### config.mk
export PLATFORM = sky130hd
export DESIGN_NAME = key_cmd_arbiter
export DESIGN_NICKNAME = d
export VERILOG_FILES = /design/src/rtl/key_cmd_arbiter.sv
export SDC_FILE = /design/constraint.sdc
export NUM_CORES = 1
export LEC_CHECK = 0
export CAP_MARGIN = 10
export CORE_UTILIZATION = 49
export DETAILED_ROUTE_END_ITERATION = 10
export PLACE_DENSITY = 0.74
export SETUP_SLACK_MARGIN = 0.4
export SYNTH_ARGS = -nofsm -noshare
export SYNTH_HDL_FRONTEND = slang
export SYNTH_SLANG_ARGS = --single-unit
### constraint.sdc
create_clock -name clk -period 1.79 [get_ports clk]
set_input_delay 0.179 -clock clk [delete_from_list [all_inputs] [get_ports clk]]
set_output_delay 0.179 -clock clk [all_outputs]
set_load 0.02 [all_outputs]
### src/rtl/key_cmd_arbiter.sv
// Captures debounced key pulses as pending flags and issues them one at a time
// as commands over valid/ready, round-robin, with a minimum gap between commands.
module key_cmd_arbiter #(
   parameter int          N_KEY   = 4,
   parameter logic [15:0] GAP_CYC = 16'd5000
) (
   input  logic             clk,
   input  logic             rst,
   input  logic [N_KEY-1:0] key_pulse,
   output logic             cmd_valid,
   input  logic             cmd_ready,
   output logic [1:0]       cmd_id,
   output logic [N_KEY-1:0] pending,
   output logic [N_KEY-1:0] ovf,
   input  logic             ovf_clr
);

   localparam logic [1:0] S_IDLE  = 2'd0;
   localparam logic [1:0] S_ISSUE = 2'd1;
   localparam logic [1:0] S_GAP   = 2'd2;

   logic [1:0]       state_q, state_d;
   logic [N_KEY-1:0] pend_q, pend_d;
   logic [N_KEY-1:0] ovf_q, ovf_d;
   logic             valid_q, valid_d;
   logic [1:0]       id_q, id_d;
   logic [1:0]       rr_q, rr_d;
   logic [15:0]      gap_q, gap_d;

   logic             accept;
   logic [N_KEY-1:0] clr_vec;
   logic             grant_found;
   logic [1:0]       grant_id;

   assign accept = valid_q & cmd_ready;

   // A press landing on its own acceptance cycle survives: set wins over clear.
   always_comb begin
      clr_vec = '0;
      if (accept) clr_vec[id_q] = 1'b1;
      pend_d = (pend_q & ~clr_vec) | key_pulse;
      ovf_d  = (ovf_clr ? '0 : ovf_q) | (key_pulse & pend_q & ~clr_vec);
   end

   always_comb begin
      logic [1:0] idx;
      grant_found = 1'b0;
      grant_id    = rr_q;
      idx         = rr_q;
      for (int i = 0; i < N_KEY; i++) begin
         idx = rr_q + 2'(i);
         if (!grant_found && pend_q[idx]) begin
            grant_found = 1'b1;
            grant_id    = idx;
         end
      end
   end

   always_comb begin
      state_d = state_q;
      valid_d = valid_q;
      id_d    = id_q;
      rr_d    = rr_q;
      gap_d   = gap_q;
      case (state_q)
         S_IDLE: begin
            if (grant_found) begin
               id_d    = grant_id;
               valid_d = 1'b1;
               state_d = S_ISSUE;
            end
         end
         S_ISSUE: begin
            if (accept) begin
               valid_d = 1'b0;
               rr_d    = id_q + 2'd1;
               if (GAP_CYC == 16'd0) begin
                  state_d = S_IDLE;
               end else begin
                  gap_d   = GAP_CYC - 16'd1;
                  state_d = S_GAP;
               end
            end
         end
         S_GAP: begin
            if (gap_q == 16'd0) state_d = S_IDLE;
            else                gap_d   = gap_q - 16'd1;
         end
         default: begin
            state_d = S_IDLE;
            valid_d = 1'b0;
         end
      endcase
   end

   always_ff @(posedge clk) begin
      if (rst) begin
         state_q <= S_IDLE;
         pend_q  <= '0;
         ovf_q   <= '0;
         valid_q <= 1'b0;
         id_q    <= 2'd0;
         rr_q    <= 2'd0;
         gap_q   <= 16'd0;
      end else begin
         state_q <= state_d;
         pend_q  <= pend_d;
         ovf_q   <= ovf_d;
         valid_q <= valid_d;
         id_q    <= id_d;
         rr_q    <= rr_d;
         gap_q   <= gap_d;
      end
   end

   assign cmd_valid = valid_q;
   assign cmd_id    = id_q;
   assign pending   = pend_q;
   assign ovf       = ovf_q;

endmodule

-- Word-level counts from Yosys, hierarchy flattened
Cells that the tools add are included.
- equal/unequal tests: 6
- bitwise logic cells: 8
- mux-type cells: 29
- reduce and logical (&&, ||, !) cells: 15
- magnitude comparators: 6
- $add $sub $neg: 5
- operator list (kind ; number):
    $mux W16 ; 2
    $pmux W16 S2 ; 1
    $logic_not A16 Y1 ; 1
    $sub A16 B1 Y16 const B ; 1
    $lt A2 B3 Y1 const B ; 5
    $and A4 B4 Y4 ; 3
    $mux W2 ; 6
    $mux W1 ; 11
    $reduce_and A3 Y1 ; 3
    $bmux W1 S2 ; 4
    $mux W4 ; 2
    $ne A2 B2 Y1 const B ; 4
    $or A4 B4 Y4 ; 2
    $pmux W2 S3 ; 1
    $add A2 B1 Y2 const B ; 2
    $add A2 B2 Y2 const B ; 2
    $logic_and A1 B1 Y1 ; 4
    $not A4 Y4 ; 1
    $reduce_and A2 Y1 ; 2
    $logic_not A1 Y1 ; 3
    $pmux W1 S3 ; 1
    $demux W1 S2 ; 1
    $eq A2 B1 Y1 const B ; 1
    $eq A2 B2 Y1 const B ; 1
    other kinds (5) ; 5
- register bits: 31
- input bits: 8
- output and inout bits: 11

-- Depth between registers and ports, before layout
- depth in word-level cells: 14
- depth in mapped cells: 8
- mapped depth without buffers: 6

-- Least setup slack after synthesis
OpenSTA, ideal clock, no wires.
- path kind: register to register
- start: reg gap_q[7]
- end: reg gap_q[14]
- required time: 1.720 ns
- cell stages (with the launch flop): 5
- period minus slack after synthesis: 1.826 ns
- setup slack: -0.036 ns
- arrival time: 1.756 ns
- path buffers: 0
- cell sequence: dfxtp_1 > or3_1 > or4b_4 > or4_1 > a21oi_1
- cells in the longest elaborated chain, start to end: 3
- elaborated cells on any way between the ends: 6
- those cells by class: add/sub (1); eq/ne (1); mux (2); reduce/logical (2)
- RTL lines (element ; RTL line ; text):
    from (decl) ; 28 ; logic [15:0] gap_q, gap_d;
    from (signal assigned) ; 112 ; gap_q <= gap_d;
    $sub A16 B1 Y16 / $logic_not A16 Y1 (equally long branches) ; 87, 86 ;
    $mux W16 / $ne A2 B2 Y1 (equally long branches) ; n/a ;
    $pmux W16 S2 / $reduce_and A3 Y1 (equally long branches) ; n/a ;
Several ways; a longest one is shown, not always the timed one. The select of a mux whose other input is x is not followed.
A chain may end at the register's enable or synchronous reset.

-- Final worst setup path
- start: reg gap_q[9]
- end: reg gap_q[14]
Same word-level chain as after synthesis.

==> flow_summary.json <==
{
  "min_period_ns": 1.863,
  "clk_pin_slew_worst_paths_ns": 0.10,
  "clockBufferDepth": 2,
  "combPwrFrac_pct": 37.8,
  "synth_top_cell_by_area": "dfxtp_1",
  "syn_area_per_cell_sq_um": 8.308,
  "place_hpwl_um": 3055,
  "drc": 0,
  "cts.sinks": 31,
  "via_count": 1696,
  "p_int_uw": 1365,
  "coreArea_sq_um": 3053,
  "postSynthCellCount": 189,
  "grt_pass1_vias": 1708,
  "cts_inserted_buffers": 5,
  "syn_nets": 202,
  "yosysUniqueCellTypes": 40,
  "holdWs_ns": 0.4605,
  "cts_root_buf": "clkbuf_4",
  "status": "finished, violations left",
  "startpoint_type": "register",
  "hold_path_class": "input port to register",
  "cts-hold-fix-buffers": 0,
  "setup_viol": 1,
  "whs_path_depth": 3,
  "critical-path-max-stage-delay_ns": 0.51,
  "min-delay-start": "key_pulse[2]",
  "postRouteWirelength_um": 4699,
  "vdd_drop_max_uv": 691.8,
  "ys.warnings.count": 0,
  "grt-ovfl-total": 0,
  "synth_top_area_share_pct": 39.52,
  "drt_iter0_drc": 130,
  "crit_slowest_cell": "or4b_4",
  "syn_area_sq_um": 1570,
  "num_rows": 20,
  "max_slew.worst_pin.slew_ns": 0.4728,
  "routedWlPerCell_um": 16.55,
  "nets": 252,
  "hold_viol_final": 0,
  "clkLatencyLatePin_ns": 0.35,
  "crit_path_max_fanout": 3,
  "maxSlewViolCount": 0,
  "clkPwrFrac_pct": 23.6,
  "gp_congestion": 0.8572,
  "io_pins": 19,
  "skew_ns": 0.007028,
  "pwr-share-seq_pct": 38.6,
  "static-leakage-power_uw": 0.0009138,
  "finalWorstSetupSlack_ns": -0.07288,
  "multi_input_area_sq_um": 1050,
  "die_h_um": 58.61,
  "areaGrowthSynthToFinish_pct": 45.66,
  "die_w_um": 58.61,
  "reg2reg_setup_slack_ns": -0.07,
  "portBuffers": 18,
  "violations": "negative setup slack",
  "yosys-top-cells-area": "dfxtp_1, a21oi_1, nor2_1",
  "design_area_sq_um": 2287,
  "end_kind": "register",
  "utilization_pct": 74.92,
  "p_switching_uw": 666.2,
  "yosys_register_bits": 31,
  "num-fill-cells": 223,
  "reg2reg_to": "gap_q[14]",
  "grt.total_usage_pct": 30.33,
  "crit_chain": "or3_4 > or4b_4 > or4_4 > a21oi_2",
  "reg2reg_from": "gap_q[9]",
  "placed_area_sq_um": 1986,
  "viasPerCell": 5.972,
  "dieArea_sq_um": 3435,
  "clock.fmax_mhz": 536.8,
  "whs_endpoint": "pending[2]",
  "antenna_left": 0,
  "grt_first_pass_wirelength_um": 7810,
  "maxSlewHeadroom_pct": 68.38,
  "antenna_found_initial": 0,
  "powerDensity_nw_per_um2": 888.0,
  "crit_arrival_ns": 2.14,
  "reg2reg_depth": 4,
  "cts_max_level": 2,
  "rsz0062_at_grt": "yes",
  "critPathKind": "register to register",
  "cts_tree": "done",
  "finalCritPeriodShare_pct": 104.1,
  "final_cell_mix": "buf_4, nor2_1, dfxtp_1",
  "antenna_cells": 0,
  "dr.pass1.iters": 5,
  "crit_required_ns": 2.07,
  "start_util_pct": 51.43,
  "drive_above_1_share_pct": 33.33,
  "layout_commonest_cell": "buf_4",
  "max-cap-violations": 0,
  "grt_max_degree": 15,
  "seq_area_frac_synth_pct": 39.52,
  "switching_share_pct": 32.80,
  "seq_area_sq_um": 636.9
}
==> registers in the layout, indices dropped and copies added, names as in the netlist <==
name and count:
cmd_valid 1, state_q 2, rr_q 2, ovf 4, gap_q 16, cmd_id 2, pending 4
==> power groups by stage <==
| stage | sequential, uW | clock (uW) | combinational, uW |
|---|---|---|---|
| finish | 784 | 480 | 768 |
| global route | 790 | 528 | 822 |
| CTS | 779 | 490 | 677 |
| detailed placement | 793 | 0 | 485 |
| global placement | 789 | 0 | 462 |
| floorplan | 808 | 0 | 312 |
==> worst max-delay path by stage <==
| stage | start | to | slack (ns) | cells after the start |
|---|---|---|---|---|
| 2_1_floorplan | gap_q[9] | gap_q[14] | 0.003 | 4 |
| 3_3_place_gp | cmd_ready | gap_q[15] | -0.02 | 5 |
| 3_5_place_dp | cmd_ready | gap_q[15] | -0.06 | 5 |
| 4_1_cts | gap_q[9] | gap_q[14] | -0.08 | 4 |
| 5_1_grt | gap_q[9] | gap_q[14] | -0.10 | 4 |
| 6_report | gap_q[9] | gap_q[14] | -0.07 | 4 |
==> cell type report <==
| class | count | share of cell area [%] |
|---|---|---|
| Sequential cell | 31 | 27.84 |
| Timing Repair Buffer | 51 | 19.69 |
| Inverter | 7 | 1.149 |
| Multi-Input combinational cell | 143 | 45.90 |
| Tap cell | 44 | 2.407 |
| Clock buffer | 8 | 3.009 |
==> repair_timing <==
action                     CTS  global route
pin swaps                    6             3
cloned                       1             0
buffers inserted            11             3
setup endpoints to repair   28            25
resized for setup           34            16
==> cell families after synthesis <==
group                      synth area share (%)
and+or+nand+nor                           32.03
AOI/OAI and AO/OA                         19.20
DFF                                       39.52
buffers and inverters                     3.984
adders and majority gates                 3.984
muxes                                     1.275
==> routing by layer <==
metal / track usage, % / wire length [um] / vias up
li1: - / - / 807
met1: 36.21 / 1972 / 809
met2: 50.74 / 2324 / 67
met3: 9.890 / 314 / 13
met4: 11.56 / 87 / 0
met5: 0 / 0 / -
==> cell usage after synthesis <==
cell,n
dfxtp_1,31
nor2_1,19
nand2_1,17
a21oi_1,16
or4_1,8
inv_1,7
clkbuf_1,6
nor3_1,6
o31ai_1,6
a211oi_1,5
ha_1,5
nor4_1,5
o21ai_0,5
a32oi_1,4
nand2b_1,4
nand3_1,4
nand3b_1,4
nor2b_1,4
or3_1,4
nand4_1,3
a31oi_1,2
and2_1,2
and3_1,2
buf_2,2
mux2i_1,2
nor3b_1,2
a2111oi_0,1
a311oi_1,1
and4_1,1
and4b_1,1
buf_1,1
nor4_4,1
nor4b_1,1
o211ai_1,1
o21a_1,1
o21bai_1,1
o221ai_1,1
o311ai_0,1
o31a_1,1
or4b_4,1
==> critical path: cells and delay by family (launching register included) <==
| family | cells | cell delay [ns] |
|---|---|---|
| compound gates | 1 | 0.15 |
| flops | 1 | 0.33 |
| simple gates | 3 | 1.32 |
==> stage by stage <==
stage | std cells | worst slack, ns | power (uW) | TNS [ns]
final | 284 | -0.07288 | 2031 | -0.07288
after global routing | 284 | -0.1040 | 2140 | -0.1833
after floorplan | 189 | 0.003183 | 1120 | 0
after global placement | 261 | -0.02323 | 1252 | -0.02323
after detailed placement | 261 | -0.06114 | 1278 | -0.2473
after CTS | 281 | -0.07789 | 1946 | -0.1205
Power figures use the tool's default switching activity.
